--- src/rtl/chunked_serial_adder.sv ---
// Multi-cycle adder: adds CHUNK bits per clock through one slice with a registered carry.
// start/busy/done handshake; sum/cout hold the last completed result.
module chunked_serial_adder #(
  parameter int unsigned WIDTH = 16,
  parameter int unsigned CHUNK = 4
) (
  input  logic             clk,
  input  logic             rst_n,
  input  logic             start,
  input  logic [WIDTH-1:0] a,
  input  logic [WIDTH-1:0] b,
  input  logic             cin,
  output logic             busy,
  output logic             done,
  output logic [WIDTH-1:0] sum,
  output logic             cout
);

  localparam int unsigned K  = WIDTH / CHUNK;
  localparam int unsigned CW = (K > 1) ? $clog2(K) : 1;
  localparam logic [CW-1:0] LAST = CW'(K - 1);

  if (CHUNK < 1 || (WIDTH % CHUNK) != 0) begin : g_param_check
    $error("chunked_serial_adder: WIDTH must be a positive multiple of CHUNK");
  end

  typedef enum logic [1:0] {IDLE, RUN, DONE} state_t;

  state_t            state, state_nxt;
  logic [WIDTH-1:0]  ar, br, res, res_nxt, s_ext;
  logic              carry;
  logic [CW-1:0]     cnt;
  logic [CHUNK:0]    slice;
  logic              accept, last;

  assign accept = start && (state == IDLE || state == DONE);
  assign last   = (cnt == LAST);

  // Slice result enters at the MSB end; the shift-or form also covers CHUNK == WIDTH.
  always_comb begin
    slice = {1'b0, ar[CHUNK-1:0]} + {1'b0, br[CHUNK-1:0]} + {{CHUNK{1'b0}}, carry};
    s_ext = '0;
    s_ext[CHUNK-1:0] = slice[CHUNK-1:0];
    res_nxt = (res >> CHUNK) | (s_ext << (WIDTH - CHUNK));
  end

  always_ff @(posedge clk or negedge rst_n) begin
    if (!rst_n) state <= IDLE;
    else        state <= state_nxt;
  end

  always_comb begin
    state_nxt = state;
    case (state)
      IDLE:    if (start) state_nxt = RUN;
      RUN:     if (last)  state_nxt = DONE;
      DONE:    state_nxt = start ? RUN : IDLE;
      default: state_nxt = IDLE;
    endcase
  end

  always_comb begin
    busy = (state == RUN);
    done = (state == DONE);
  end

  always_ff @(posedge clk or negedge rst_n) begin
    if (!rst_n) begin
      ar    <= '0;
      br    <= '0;
      res   <= '0;
      carry <= 1'b0;
      cnt   <= '0;
      sum   <= '0;
      cout  <= 1'b0;
    end else if (accept) begin
      ar    <= a;
      br    <= b;
      carry <= cin;
      cnt   <= '0;
    end else if (state == RUN) begin
      ar    <= ar >> CHUNK;
      br    <= br >> CHUNK;
      carry <= slice[CHUNK];
      res   <= res_nxt;
      cnt   <= cnt + CW'(1);
      if (last) begin
        sum  <= res_nxt;
        cout <= slice[CHUNK];
      end
    end
  end

endmodule

--- config.mk ---
export PLATFORM = sky130hd
export DESIGN_NAME = chunked_serial_adder
export DESIGN_NICKNAME = d
export VERILOG_FILES = /design/src/rtl/chunked_serial_adder.sv
export SDC_FILE = /design/constraint.sdc
export NUM_CORES = 1
export LEC_CHECK = 0
export CORE_MARGIN = 2
export CORE_UTILIZATION = 30
export DETAILED_ROUTE_END_ITERATION = 10
export GPL_ROUTABILITY_DRIVEN = 0
export SLEW_MARGIN = 30
export SYNTH_ARGS = -nofsm -noshare
export SYNTH_HDL_FRONTEND = slang
export SYNTH_SLANG_ARGS = --single-unit
--- constraint.sdc ---
create_clock -name clk -period 1.79 [get_ports clk]
set_input_delay 0.537 -clock clk [delete_from_list [all_inputs] [get_ports clk]]
set_output_delay 0.537 -clock clk [all_outputs]
set_load 0.03 [all_outputs]
Yosys cells after proc, flatten, opt, wreduce, memory -nomap -nowiden
Index checks and enable logic that the tools add are counted.
{ "classes": {"eq_ne": 5, "add_sub_neg": 3, "reduce_logical": 7, "mux": 12, "n_bitwise": 2} }
{ "op_table": {"columns": ["op", "count"], "rows": [
  ["$mux W16", 4],
  ["$or A12 B16 Y16", 1],
  ["$mux W2", 4],
  ["$pmux W2 S3", 1],
  ["$add A4 B4 Y5", 1],
  ["$add A5 B1 Y5", 1],
  ["$eq A2 B2 Y1 const B", 2],
  ["$reduce_and A2 Y1", 2],
  ["$mux W1", 3],
  ["$reduce_and A3 Y1", 1],
  ["$add A2 B1 Y2 const B", 1],
  ["$eq A2 B1 Y1 const B", 1],
  ["$logic_not A2 Y1", 1],
  ["$ne A2 B1 Y1 const B", 1],
  ["$ne A2 B2 Y1 const B", 1],
  ["$reduce_bool A2 Y1", 1],
  ["$logic_and A1 B1 Y1", 1],
  ["$logic_or A1 B1 Y1", 1],
  ["$not A1 Y1", 1]
]} }
{ "word_totals": {"register_bits": 70, "input_bits": 36, "wordCells": 37, "out_inout_bits": 19} }

Logic depth before layout (Yosys ltp)
{ "logic_depth": {"ltp_word": 5, "ltp_mapped": 6, "mapped_depth_nobuf": 6} }

Worst setup path before layout
Ideal clock, no wire load.
{ "synth_path": {"path_kind": "reg2reg", "from": "register ar[0]", "to": "register carry", "synth_period_minus_slack_ps": 1513, "n_path_buf": 0, "arrival_ps": 1383, "setup_time_ps": 130, "required_time_ps": 1660, "path_slack_ps": 277, "stages_incl_launch_ff": 7, "cell_sequence": "dfrtp_1 fa_1 inv_1 fa_1 nor2b_1 o21ai_0 a31oi_1"} }
{ "synth_between": {"elab_chain_len": 4} }
{ "synth_rtl": {"columns": ["element", "line_no", "rtl"], "rows": [
  ["start, declared", "30", "logic [WIDTH-1:0] ar, br, res, res_nxt, s_ext;"],
  ["start signal, assigned", "82", "ar <= ar >> CHUNK;"],
  ["$add A4 B4 Y5", "41", "slice = {1'b0, ar[CHUNK-1:0]} + {1'b0, br[CHUNK-1:0]} + {{CHUNK{1'b0}}, carry};"],
  ["$add A5 B1 Y5", "41", null],
  ["$mux W1", "81", "end else if (state == RUN) begin"],
  ["$mux W1", "76", "end else if (accept) begin"],
  ["end signal, assigned", "79", "carry <= cin;"],
  ["end signal, assigned", "84", "carry <= slice[CHUNK];"],
  ["end, declared", "31", "logic carry;"]
]} }
Every way passes these cells. The select of a mux whose other input is x is not followed.
A chain may end at the register's enable or synchronous reset.

Worst setup path after layout
{ "layout_path": {"from": "register state[1]", "to": "output busy"} }
{ "layout_between": {"elab_chain_len": 1} }
{ "layout_rtl": {"columns": ["element", "line_no", "rtl"], "rows": [
  ["start, declared", "29", "state_t state, state_nxt;"],
  ["start signal, assigned", "49", "else state <= state_nxt;"],
  ["$eq A2 B1 Y1", "63", "busy = (state == RUN);"],
  ["end, declared", "13", "output logic busy,"]
]} }
Every way passes these cells.

==> metrics <==
run status=finished clean; cells on worst reg2reg path=4; worst flop-to-flop path endpoint=res[13]; Simple-Gate Fraction of Synth Area=16.3%; PwrDens=between 1500 and 2000 nW/um^2; Cells after Synth=265; core area=9150 sq um; Slew Limit Fails=0; Max Cap Viol=0; fillers=913; drt initial violations=56; adder-cell share of the synthesized area=3.21%; Mean Syn Cell Area=10.6 sq um; first-pass GRT wire length=10600 microns; Netlist cell types=30; H-Tree Depth=3; largest family of logic cells by synthesized area=simple AND/OR/NAND/NOR gates; portion of netlist area occupied by mux cells=about 5.2%; via count=2136; Worst Skew=9.23 ps; synthesis-stage register bit count=66; Die Ht=101 microns; dpl ws=-17.9 ps; TritonCTS clock tree=yes; Synth Area in XOR/XNOR=0.313%; VDD IR-drop max=0.546 mV; Die Span X=101 microns; Synth Area in Compound Gates=11.3%; gr usage total=a little over an eighth; Crit Path Max Fanout=3; Site Rows=35; min cycle time layout=between 1500 and 2000 ps; initial antenna violation count=0; Initial Utilization=30.6%; P&R area growth vs syn=31.1%; CP Data Arrival Time=1160 ps; IO Port Bufs=54; clock power share=17.6%; TritonRoute pass-1 iters=4; total die area=just over 10000 sq um; pin count of the biggest net entering global routing=between 60 and 70; post-synthesis net count=307; Max Clk Rate=589 MHz; CP endpoint kind=primary output; FF+latch area=about 1700 sq um; Sw Pwr=2.77 mW; setup violators final=0; clk sinks=66; reg2reg start=ar[0]; top-level I/O count=between 50 and 60; Syn Std Cell Area=2800 sq um; critical path startpoint category=flip-flop; Setup CP Type=reg2out; Worst Hold Class=in2async; Power Internal=around 4.2 mW; register area share after synthesis=58.9%; tightest hold margin=217 ps; most frequent cells in the layout=nand2_1 (68), dfrtp_1 (66), clkdlybuf4s50_1 (34); sequential cell fraction of total power=37.5%; Logic pwr share=about 45%; CTS clk-pin slew, worst paths=around 70 ps; vias in the first global route=2170; HPWL Detailed=4330 microns; multi-input logic area=roughly 1000 sq um; switching part of the total=39.8%; DR vias/cell=roughly 5; CTS Buf Count=9; Max-slew headroom=~71%; DRC=0; total inserted antenna cells=0; Final Hold Vio Count=0; period utilization=94.8%; Yosys warning count=0; Worst Path Required=1250 ps; total grt overflow=0; clock latency on the worst-skew pair=330 ps; mean routed wirelength per cell=14.5 microns; commonest non-fill, non-tap cell in the layout=nand2_1; Root Driver=clkbuf_8; reg-to-reg slack, setup=around 140 ps; leak pwr=between 1.5 and 2 nW; worst-margin pin slew=442 ps; drt total wl=6330 microns; Longest Clk Path Bufs=2; layout net count=365; RSZ-0062 raised after global routing=no; antenna-violating nets left=0; layout cells sized above 1=about an eighth; PnR worst setup slack=around 93 ps
per-layer routing:
metal	track usage [%]	vias up	wire length, microns
met2	22.3	72	3130
li1	-	1024	-
met3	4.58	2	351
met1	17.4	1038	2830
met5	0	-	0
met4	3.16	0	20
area by class of cell:
class,instances,area share (%)
sequential,66,45.0
inverter,6,0.681
multi-input combinational,175,27.9
clock inverter,2,1.02
tap,111,3.78
clock buffer,12,4.22
timing repair buffer,65,17.5
power by group through the flow:
| stage | Sequential, mW | Combinational (mW) | Clock, mW |
|---|---|---|---|
| floorplan | 2.89 | 1.88 | 0 |
| global placement | 2.63 | 3.14 | 0 |
| detailed placement | 2.65 | 3.23 | 0 |
| CTS | 2.62 | 3.14 | 1.26 |
| global route | 2.70 | 3.48 | 1.32 |
| finish | 2.61 | 3.11 | 1.22 |
state kept, by name, summed over array words and instances, names as in the netlist:
signal	flops
ar	16
cout	1
state	2
cnt	2
sum	16
br	16
res	12
carry	1
metrics by stage:
stage / std cells / total power [mW] / setup TNS, ps / cell area [sq um] / util [%]
3_5_place_dp: 422 / 5.88 / -17.9 / 3490 / 38.1
3_3_place_gp: 422 / 5.77 / 0 / 3490 / 38.1
4_1_cts: 437 / 7.02 / 0 / 3670 / 40.1
2_1_floorplan: 265 / 4.78 / 0 / 2800 / -
5_1_grt: 437 / 7.50 / 0 / 3670 / 40.1
6_report: 437 / 6.94 / 0 / 3670 / 40.1
what timing repair did:
| item | in CTS | in global routing |
|---|---|---|
| setup endpoints to repair | 20 | 2 |
| resized for setup | 18 | 1 |
| hold buffers | 0 | 0 |
| setup buffers | 1 | 0 |
logic make-up (layout without fill, tap and decap cells):
| family | count (synthesis) | after routing |
|---|---|---|
| buffers and inverters | 24 | 85 |
| AOI/OAI and AO/OA | 47 | 47 |
| xor gates and xnor gates | 1 | 1 |
| muxes | 13 | 13 |
| adders and majority gates | 6 | 6 |
| and+or+nand+nor | 108 | 108 |
| DFF | 66 | 66 |
worst max path at each step:
| stage | start | end | slack [ps] | depth (start not counted) |
|---|---|---|---|---|
| after floorplan | ar[0] | carry | 280 | 6 |
| after global placement | start | br[0] | 3 | 6 |
| after detailed placement | start | br[0] | -20 | 6 |
| after CTS | state[1] | busy | 70 | 3 |
| after global routing | state[1] | busy | 30 | 3 |
| final | state[1] | busy | 90 | 3 |
worst max-delay path, stage by stage, from the launching register on:
cell,delay (ps)
dfrtp_1,400
nand2b_1,200
inv_4,80
buf_4,150
synth_stat cells (all sizes together):
library cell  instances  area, sq um
o22ai                 3         18.8
and3b                 1         8.76
a22o                  6         52.6
buf                  15         95.1
ha                    4         50.1
nand3                15         75.1
fa                    2         40.0
nor2b                 3         18.8
a211oi                1         7.51
xor2                  1         8.76
clkbuf                3         11.3
a211o                 2         17.5
a221o                 1         10.0
o21ai                 7         35.0
nand2                68          255
nand4                 2         12.5
nand3b                1         7.51
mux2                 13          146
inv                   6         25.0
a21oi                 5         25.0
a31oi                11         68.8
a22oi                11         82.6
nand2b                2         12.5
nor3                  3         15.0
dfrtp                66         1650
nor2                 13         51.3
Power figures use the tool's default switching activity.
